## src/rtl/scope_pkg.sv

```systemverilog
// Shared constants for the scope channel arbiter: channel modes, FSM state
// encodings and the default sample width.
package scope_pkg;

    localparam int unsigned DATA_W_DEF = 8;

    localparam logic [1:0] MODE_CH0  = 2'd0;
    localparam logic [1:0] MODE_CH1  = 2'd1;
    localparam logic [1:0] MODE_BOTH = 2'd2;
    localparam logic [1:0] MODE_HOLD = 2'd3;

    localparam logic ST_RUN   = 1'b0;
    localparam logic ST_FLUSH = 1'b1;

    // Per-channel enable mask for a mode, bit n = channel n.
    function automatic logic [1:0] mode_en(input logic [1:0] m);
        case (m)
            MODE_CH0:  return 2'b01;
            MODE_CH1:  return 2'b10;
            MODE_BOTH: return 2'b11;
            default:   return 2'b00;
        endcase
    endfunction

endpackage

```

## src/rtl/scope_chan_hold.sv

```systemverilog
// One-deep pending-sample holder for a single ADC channel, with enable gating
// and sticky overrun detection.
module scope_chan_hold
    import scope_pkg::*;
#(
    parameter int unsigned DATA_W = DATA_W_DEF
) (
    input  logic              clk,
    input  logic              rst,
    input  logic              stb,
    input  logic [DATA_W-1:0] data,
    input  logic              en,
    input  logic              grant,
    input  logic              flush,
    input  logic              clr_ovr,
    output logic [DATA_W-1:0] hold,
    output logic              pend,
    output logic              ovr
);

    logic acc;
    logic ovr_set;

    assign acc     = stb & en & ~flush;
    // A sample being granted this cycle frees the slot, so a fresh strobe is not an overrun.
    assign ovr_set = acc & pend & ~grant;

    always_ff @(posedge clk or posedge rst) begin
        if (rst) begin
            hold <= '0;
            pend <= 1'b0;
        end else if (flush) begin
            pend <= 1'b0;
        end else if (acc) begin
            hold <= data;
            pend <= 1'b1;
        end else if (grant) begin
            pend <= 1'b0;
        end
    end

    always_ff @(posedge clk or posedge rst) begin
        if (rst) begin
            ovr <= 1'b0;
        end else if (ovr_set) begin
            ovr <= 1'b1;
        end else if (clr_ovr) begin
            ovr <= 1'b0;
        end
    end

endmodule

```

## src/rtl/scope_chan_arbiter.sv

```systemverilog
// Shares the 8-bit capture sample path between two ADC channels: per-channel
// pending holders, round-robin grant, registered valid/ready output, mode flush.
module scope_chan_arbiter
    import scope_pkg::*;
#(
    parameter int unsigned DATA_W   = DATA_W_DEF,
    parameter int unsigned RR_START = 0
) (
    input  logic              clk,
    input  logic              rst,
    input  logic [DATA_W-1:0] ch0_data,
    input  logic              ch0_stb,
    input  logic [DATA_W-1:0] ch1_data,
    input  logic              ch1_stb,
    input  logic [1:0]        mode,
    input  logic              clr_ovr,
    output logic [DATA_W-1:0] out_data,
    output logic              out_ch,
    output logic              out_valid,
    input  logic              out_ready,
    output logic [1:0]        ovr,
    output logic              busy
);

    // last_grant starts opposite RR_START so RR_START wins the first tie.
    localparam logic LAST_RST = (RR_START == 0) ? 1'b1 : 1'b0;

    logic              state;
    logic [1:0]        mode_q;
    logic              last_grant;
    logic [1:0]        en;
    logic [1:0]        pend;
    logic [1:0]        grant;
    logic [DATA_W-1:0] hold0;
    logic [DATA_W-1:0] hold1;
    logic              flush;
    logic              can_load;
    logic              ld;
    logic              win;

    assign en       = mode_en(mode_q);
    assign flush    = (state == ST_FLUSH);
    assign can_load = ~out_valid | out_ready;
    assign ld       = ~flush & can_load & (pend[0] | pend[1]);
    assign win      = (pend[0] & pend[1]) ? ~last_grant : pend[1];
    assign grant    = {ld & win, ld & ~win};
    assign busy     = pend[0] | pend[1] | out_valid;

    scope_chan_hold #(.DATA_W(DATA_W)) u_hold0 (
        .clk     (clk),
        .rst     (rst),
        .stb     (ch0_stb),
        .data    (ch0_data),
        .en      (en[0]),
        .grant   (grant[0]),
        .flush   (flush),
        .clr_ovr (clr_ovr),
        .hold    (hold0),
        .pend    (pend[0]),
        .ovr     (ovr[0])
    );

    scope_chan_hold #(.DATA_W(DATA_W)) u_hold1 (
        .clk     (clk),
        .rst     (rst),
        .stb     (ch1_stb),
        .data    (ch1_data),
        .en      (en[1]),
        .grant   (grant[1]),
        .flush   (flush),
        .clr_ovr (clr_ovr),
        .hold    (hold1),
        .pend    (pend[1]),
        .ovr     (ovr[1])
    );

    // mode_q powers up as HOLD so nothing is accepted until a flush has latched the live mode.
    always_ff @(posedge clk or posedge rst) begin
        if (rst) begin
            state  <= ST_RUN;
            mode_q <= MODE_HOLD;
        end else begin
            case (state)
                ST_RUN: begin
                    if (mode != mode_q) begin
                        state <= ST_FLUSH;
                    end
                end
                default: begin
                    mode_q <= mode;
                    state  <= ST_RUN;
                end
            endcase
        end
    end

    always_ff @(posedge clk or posedge rst) begin
        if (rst) begin
            out_data   <= '0;
            out_ch     <= 1'b0;
            out_valid  <= 1'b0;
            last_grant <= LAST_RST;
        end else if (ld) begin
            out_data   <= win ? hold1 : hold0;
            out_ch     <= win;
            out_valid  <= 1'b1;
            last_grant <= win;
        end else if (out_valid && out_ready) begin
            out_valid <= 1'b0;
        end
    end

endmodule

```

## config.mk

```make
export PLATFORM = sky130hd
export DESIGN_NAME = scope_chan_arbiter
export DESIGN_NICKNAME = d
export VERILOG_FILES = /design/src/rtl/scope_pkg.sv /design/src/rtl/scope_chan_hold.sv /design/src/rtl/scope_chan_arbiter.sv
export SDC_FILE = /design/constraint.sdc
export NUM_CORES = 1
export LEC_CHECK = 0
export CAP_MARGIN = 40
export CORE_MARGIN = 8
export CORE_UTILIZATION = 44
export CTS_CLUSTER_DIAMETER = 80
export DETAILED_ROUTE_END_ITERATION = 10
export PLACE_DENSITY = 0.84
export SYNTH_ARGS = -nofsm -noshare
export SYNTH_HDL_FRONTEND = slang
export SYNTH_SLANG_ARGS = --single-unit
```

## constraint.sdc

```tcl
create_clock -name clk -period 1.7 [get_ports clk]
set_input_delay 0.255 -clock clk [delete_from_list [all_inputs] [get_ports clk]]
set_output_delay 0.255 -clock clk [all_outputs]
set_load 0.005 [all_outputs]
```

==> results of run 1 <==
-- sequential cells by signal, summed over array words and instances, names as in the netlist --
| name | count |
|---|---|
| u_hold1.ovr | 1 |
| last_grant | 1 |
| u_hold1.pend | 1 |
| out_ch | 1 |
| u_hold0.hold | 8 |
| u_hold0.pend | 1 |
| mode_q | 2 |
| u_hold0.ovr | 1 |
| out_data | 8 |
| out_valid | 1 |
| flush | 1 |
| u_hold1.hold | 8 |
-- stage by stage --
step / area (sq um) / worst slack [ns] / TNS (ns) / hold WS, ns
after floorplan: 1540 / 0.00909 / 0 / 0.364
after global placement: 2030 / -0.137 / -1.88 / 0.478
after detailed placement: 2030 / -0.182 / -2.39 / 0.489
after CTS: 2160 / -0.0387 / -0.234 / 0.253
after global routing: 2190 / -0.0356 / -0.181 / 0.267
final: 2190 / -0.0183 / -0.0478 / 0.240
-- cell usage in the layout, fill, tap and decap left out, types with 3 or more instances in the layout --
cell type / n
clkdlybuf4s50_1: 35
dfrtp_1: 31
mux2_2: 24
buf_4: 11
mux2_4: 10
clkbuf_4: 5
nor2b_1: 4
nand2_1: 4
o21ai_0: 4
inv_1: 3
dfstp_2: 3
-- repair_timing --
item                                    4_1_cts  5_1_grt
pin swaps                                     2        3
endpoints found under the hold margin         0        0
gates cloned                                  2        0
resized for setup                            10        6
endpoints found under the setup margin       17       10
buffers inserted                              3        0
-- cell type report --
cell class,count,area [sq um],share of cell area (%)
clock buffer,6,51.3,2.34
clock inverter,2,12.5,0.572
inverter,5,18.8,0.858
multi-input combinational,67,701,32.0
sequential,34,855,39.1
tap,46,57.6,2.63
timing repair buffer,50,493,22.5
-- power groups by stage --
stage | clock, mW | sequential, mW | combinational, mW
4_1_cts | 0.482 | 1.47 | 1.97
6_report | 0.479 | 1.47 | 2.06
2_1_floorplan | 0 | 1.42 | 1.09
3_5_place_dp | 0 | 1.48 | 1.80
3_3_place_gp | 0 | 1.45 | 1.72
5_1_grt | 0.520 | 1.53 | 2.21
-- worst max-delay path, delay by kind of cell (launching register included) --
family,cells,cell delay (ns)
adder cells (fa/ha/maj),1,0.15
flip-flops,1,0.60
multiplexers,1,0.33
AND/OR/NAND/NOR,2,0.54
-- synthesized netlist by cell type --
library cell	number
dfstp_2	3
o21bai_1	1
nand2_1	5
or2_1	1
inv_1	5
o41ai_1	1
o21ai_0	4
xnor2_1	2
mux2_1	2
mux2_4	8
nor3_4	1
nor2b_1	4
o22ai_1	1
a21oi_1	1
mux2_2	24
ha_1	3
a21boi_2	1
buf_2	2
nand2b_1	1
buf_4	2
or3_1	1
and2_1	1
buf_6	1
dfrtp_1	31
or4_4	1
nor2_1	2
-- final timing paths --
kind,depth (start not counted),endpoint,slack [ns],start
max reg2reg,4,u_hold0.hold[6],-0.02,mode_q[1]
min reg2reg,1,u_hold1.hold[1],0.51,u_hold1.hold[1]
max in group asynchronous,3,u_hold1.hold[5],0.98,rst
min in group clk,2,u_hold1.ovr,0.51,clr_ovr
max,4,u_hold0.hold[6],-0.02,mode_q[1]
min,2,u_hold0.hold[5],0.24,rst
-- cell families after synthesis --
kind of cell	after synthesis
buffers and inverters	10
AO/OA/AOI/OAI	9
multiplexers	34
XOR/XNOR	2
flip-flops	34
adder cells (fa/ha/maj)	3
AND/OR/NAND/NOR	17
-- metal layers --
layer / GRT usage, % / vias up / routed length (microns)
met1: 14.5 / 512 / 1470
met5: 0 / - / 0
met2: 25.4 / 31 / 1940
met4: 3.41 / 0 / 51
li1: - / 485 / -
met3: 4.26 / 7 / 186
==> impl_metrics.env, run 1 <==
export IMPL_run_status="complete, but fails checks"
export IMPL_violations="negative setup slack"
export IMPL_setup_ws_ns=-0.0183
export IMPL_cts_made_buffers=5
export IMPL_leakagePower_nw=0.973
export IMPL_synthAdderAreaFrac_pct=2.44
export IMPL_holdBufCountCts=0
export IMPL_gp_congestion=0.678
export IMPL_antenna_found_initial=0
export IMPL_synth_area_sq_um=1540
export IMPL_root_buffer="clkbuf_4"
export IMPL_utilization_pct=65.1
export IMPL_switchingPower_mw=1.27
export IMPL_grt_pass1_vias=1221
export IMPL_power_frac_seq_pct=36.7
export IMPL_place_inst=197
export IMPL_max_slew_margin_pct=66.9
export IMPL_setup_viol=5
export IMPL_num_rows=21
export IMPL_die_x_microns=75.2
export IMPL_fp_dieH_microns=75.2
export IMPL_cts_tree="yes"
export IMPL_synth_cells=109
export IMPL_crit_path_cell_trace="ha_4 > nor2_4 > or4_4 > mux2_4"
export IMPL_crit_fanout=5
export IMPL_drive_above_1_share_pct=43.3
export IMPL_vdd_drop_max_mv=0.948
export IMPL_power_density_nw_per_um2=1830
export IMPL_hpwl_mm=2.52
export IMPL_yosysSeqAreaShare_pct=55.5
export IMPL_synth_simple_area_share_pct=6.74
export IMPL_track_usage_pct=13.7
export IMPL_die_area_sq_um=5650
export IMPL_crit_slowest_cell="dfstp_2"
export IMPL_cp_required_ns=1.92
export IMPL_num_vias=1035
export IMPL_rsz0062_at_grt="yes"
export IMPL_drc=0
export IMPL_ys_warn_count=0
export IMPL_cts_sinks=34
export IMPL_critPathLaunchType="flip-flop"
export IMPL_synth_area_mux_share_pct=26.8
export IMPL_critPathMaxStageDelay_ns=0.60
export IMPL_routedWlPerCell_microns=17.4
export IMPL_fin_nets=190
export IMPL_fin_crit_sh_pct=101
export IMPL_grt_max_degree=19
export IMPL_worst_pin_slew_ns=0.496
export IMPL_period_minus_slack_ns=1.72
export IMPL_hold_viol_final=0
export IMPL_numPortBuffers=36
export IMPL_clk_pin_slew_ns=0.11
export IMPL_totalWireLength_mm=3.65
export IMPL_overflow=0
export IMPL_grt_first_pass_wirelength_mm=5.79
export IMPL_worstHoldPathType="in -> async"
export IMPL_syn_mean_instance_area_sq_um=14.1
export IMPL_fin_skew_ns=0.0135
export IMPL_instances_no_fill=210
export IMPL_max_freq_mhz=582
export IMPL_antenna_cells=0
export IMPL_synth_ff_latch_count=34
export IMPL_p_clk_share_pct=12.0
export IMPL_ios=37
export IMPL_sw_frac_of_total_pct=31.7
export IMPL_h_tree_depth=2
export IMPL_clk_latency_ns=0.33
export IMPL_viasPerCell=4.93
export IMPL_synth_compound_area_share_pct=3.82
export IMPL_yosys_top_cells_area="dfrtp_1 50%, mux2_2 18%, mux2_4 7.8%"
export IMPL_yosysTopAreaCell="dfrtp_1"
export IMPL_cts_buffer_depth=2
export IMPL_power_internal_mw=2.74
export IMPL_cp_arrival_ns=1.94
export IMPL_ys_types=26
export IMPL_p_total_mw=4.01
export IMPL_drt_first_iter_violations=48
export IMPL_drv_slew=0
export IMPL_synth_top_family_by_area="multiplexers"
export IMPL_ant_nets=0
export IMPL_cp_end_kind="flip-flop"
export IMPL_combPwrFrac_pct=51.3
export IMPL_yosysTopAreaCellShare_pct=50.4
export IMPL_core_sq_um=3360
export IMPL_fill_cells=267
export IMPL_synth_xor_area_share_pct=1.14
export IMPL_maxCapViolations=0
export IMPL_start_util_pct=45.8
export IMPL_critical_path_class="reg -> reg"
export IMPL_drtPass1Iterations=4
export IMPL_area_delta_synth_final_pct=42.1
export IMPL_syn_nets=136
Power figures use the tool's default switching activity.
==> inputs of run 2 (changes only) <==
Settings changed: CORE_UTILIZATION 44 to 51, CTS_BUF_LIST set to sky130_fd_sc_hd__clkbuf_4 sky130_fd_sc_hd__clkbuf_8, PLACE_DENSITY 0.84 to 0.91.
Clock period 1.7 ns to 2.1 ns, I/O delays scaled along.
==> impl_metrics.env, run 2 (synthesis gave the netlist of run 1 again) <==
export IMPL_holdBufCountCts=0
export IMPL_routedWlPerCell_microns=17.1
export IMPL_reg_largest_list="out_data x8, u_hold0.hold x8, u_hold1.hold x8"
export IMPL_critPathMaxStageDelay_ns=0.56
export IMPL_antenna_found_initial=0
export IMPL_fill_cells=213
export IMPL_cts_buffer_depth=2
export IMPL_area_delta_synth_final_pct=28.8
export IMPL_run_status="completed"
export IMPL_max_freq_mhz=526
export IMPL_totalWireLength_mm=3.14
export IMPL_crit_fanout=9
export IMPL_reg2reg_from="mode_q[0]"
export IMPL_r2r_setup_slack_ns=0.20
export IMPL_post_cts_resized=0
export IMPL_layout_common_cells="36 x clkdlybuf4s50_1, 31 x dfrtp_1, 24 x mux2_2"
export IMPL_max_slew_margin_pct=61.3
export IMPL_reg2reg_depth=5
export IMPL_crit_end="u_hold1.hold[3]"
export IMPL_cts_made_buffers=5
export IMPL_cts_tree="yes"
export IMPL_fin_area_sq_um=1980
export IMPL_place_area_sq_um=1920
export IMPL_fin_skew_ns=0.0107
export IMPL_viasPerCell=5.22
export IMPL_rsz0062_at_grt="no"
export IMPL_core_sq_um=2950
export IMPL_hold_viol_final=0
export IMPL_root_buffer="clkbuf_4"
export IMPL_antenna_cells=0
export IMPL_layout_commonest_cell="clkdlybuf4s50_1"
export IMPL_crit_slowest_cell="dfstp_2"
export IMPL_clk_latency_ns=0.33
export IMPL_power_frac_seq_pct=42.6
export IMPL_drc=0
export IMPL_critPathLaunchType="flip-flop"
export IMPL_setup_viol=0
export IMPL_fin_nets=176
export IMPL_ant_nets=0
export IMPL_worst_pin_slew_ns=0.578
export IMPL_combPwrFrac_pct=43.8
export IMPL_num_rows=20
export IMPL_r2r_end="u_hold1.hold[3]"
export IMPL_cp_arrival_ns=2.11
export IMPL_vdd_drop_max_mv=0.798
export IMPL_overflow=0
export IMPL_sw_frac_of_total_pct=30.6
export IMPL_critPathLaunch="mode_q[0]"
export IMPL_p_clk_share_pct=13.5
export IMPL_track_usage_pct=13.5
export IMPL_numPortBuffers=36
export IMPL_critical_path_class="reg -> reg"
export IMPL_setup_tns_ns=0
export IMPL_switchingPower_uw=873
export IMPL_clk_pin_slew_ns=0.10
export IMPL_drt_first_iter_violations=23
export IMPL_cp_end_kind="flip-flop"
export IMPL_grt_pass1_vias=1096
export IMPL_power_density_nw_per_um2=1440
export IMPL_crit_path_cell_trace="inv_1 > ha_1 > nand2_1 > or2_1 > mux2_2"
export IMPL_grt_max_degree=35
export IMPL_fin_crit_sh_pct=90.5
export IMPL_period_minus_slack_ns=1.90
export IMPL_drive_above_1_share_pct=32.0
export IMPL_grt_first_pass_wirelength_mm=5.18
export IMPL_maxCapViolations=0
export IMPL_start_util_pct=52.2
export IMPL_die_area_sq_um=5030
export IMPL_ios=37
export IMPL_place_inst=175
export IMPL_h_tree_depth=2
export IMPL_num_vias=956
export IMPL_fp_dieH_microns=71.0
export IMPL_hpwl_mm=2.34
export IMPL_worstHoldPathType="in -> async"
export IMPL_drtPass1Iterations=4
export IMPL_drv_slew=0
export IMPL_hold_ws_ns=0.365
export IMPL_instances_no_fill=183
export IMPL_cp_required_ns=2.31
export IMPL_die_x_microns=71.0
export IMPL_gp_congestion=0.780
export IMPL_cts_sinks=34
export IMPL_power_internal_mw=1.98
export IMPL_postCtsSetupRepairBufs=0
export IMPL_leakagePower_nw=0.885
## run 2: cell count changes in the layout (fill, tap and decap cells not counted), sizes merged
cell	delta
buf	-12
clkbuf	+1
clkdlybuf4s50	+1
clkinvlp	-1
dlygate4sd2	-1
or2	-1
or4	-1
## run 2: area by class of cell
type,instances,area [sq um],share of cell area [%]
Clock buffer,7,58.8,2.96
Multi-Input combinational cell,65,631,31.8
Clock inverter,1,5.00,0.252
Sequential cell,34,855,43.1
Inverter,5,18.8,0.946
Tap cell,33,41.3,2.08
Timing Repair Buffer,38,375,18.9
## run 2: per-stage QoR
stage,power (mW),util [%],worst slack [ns]
after floorplan,2.03,-,0.409
after global placement,2.41,65.0,0.237
after detailed placement,2.49,65.0,0.206
after CTS,2.89,67.2,0.181
after global routing,3.04,67.2,0.115
final,2.86,67.2,0.199
## run 2: layer usage
layer	up-vias	wire length (microns)	track usage, %	share of wire (%)
met2	32	1580	21.7	50
met3	4	204	7.06	6.5
li1	457	-	-	-
met4	0	40	6.24	1.3
met1	463	1310	14.3	42
met5	-	0	0	0
## run 2: how the worst min path moves through the flow
stage	from	to	slack [ns]	depth (start not counted)
2_1_floorplan	clr_ovr	u_hold1.ovr	0.42	1
3_3_place_gp	u_hold1.hold[6]	u_hold1.hold[6]	0.48	1
3_5_place_dp	u_hold0.ovr	u_hold0.ovr	0.48	2
4_1_cts	rst	u_hold1.hold[2]	0.37	3
5_1_grt	rst	u_hold0.hold[1]	0.40	3
6_report	rst	u_hold0.hold[1]	0.37	3
## run 2: power by group through the flow
stage / Combinational (mW) / Sequential (mW) / Clock, mW
final: 1.25 / 1.22 / 0.386
after global routing: 1.35 / 1.26 / 0.433
after CTS: 1.27 / 1.22 / 0.400
after detailed placement: 1.27 / 1.22 / 0
after global placement: 1.21 / 1.20 / 0
after floorplan: 0.878 / 1.15 / 0
## run 2: worst max-delay path: cells and delay by family, from the launching register on
family / cells / cell delay, ns
AND/OR/NAND/NOR: 2 / 0.46
buffers and inverters: 1 / 0.07
flip-flops: 1 / 0.56
adder cells (fa/ha/maj): 1 / 0.29
multiplexers: 1 / 0.40
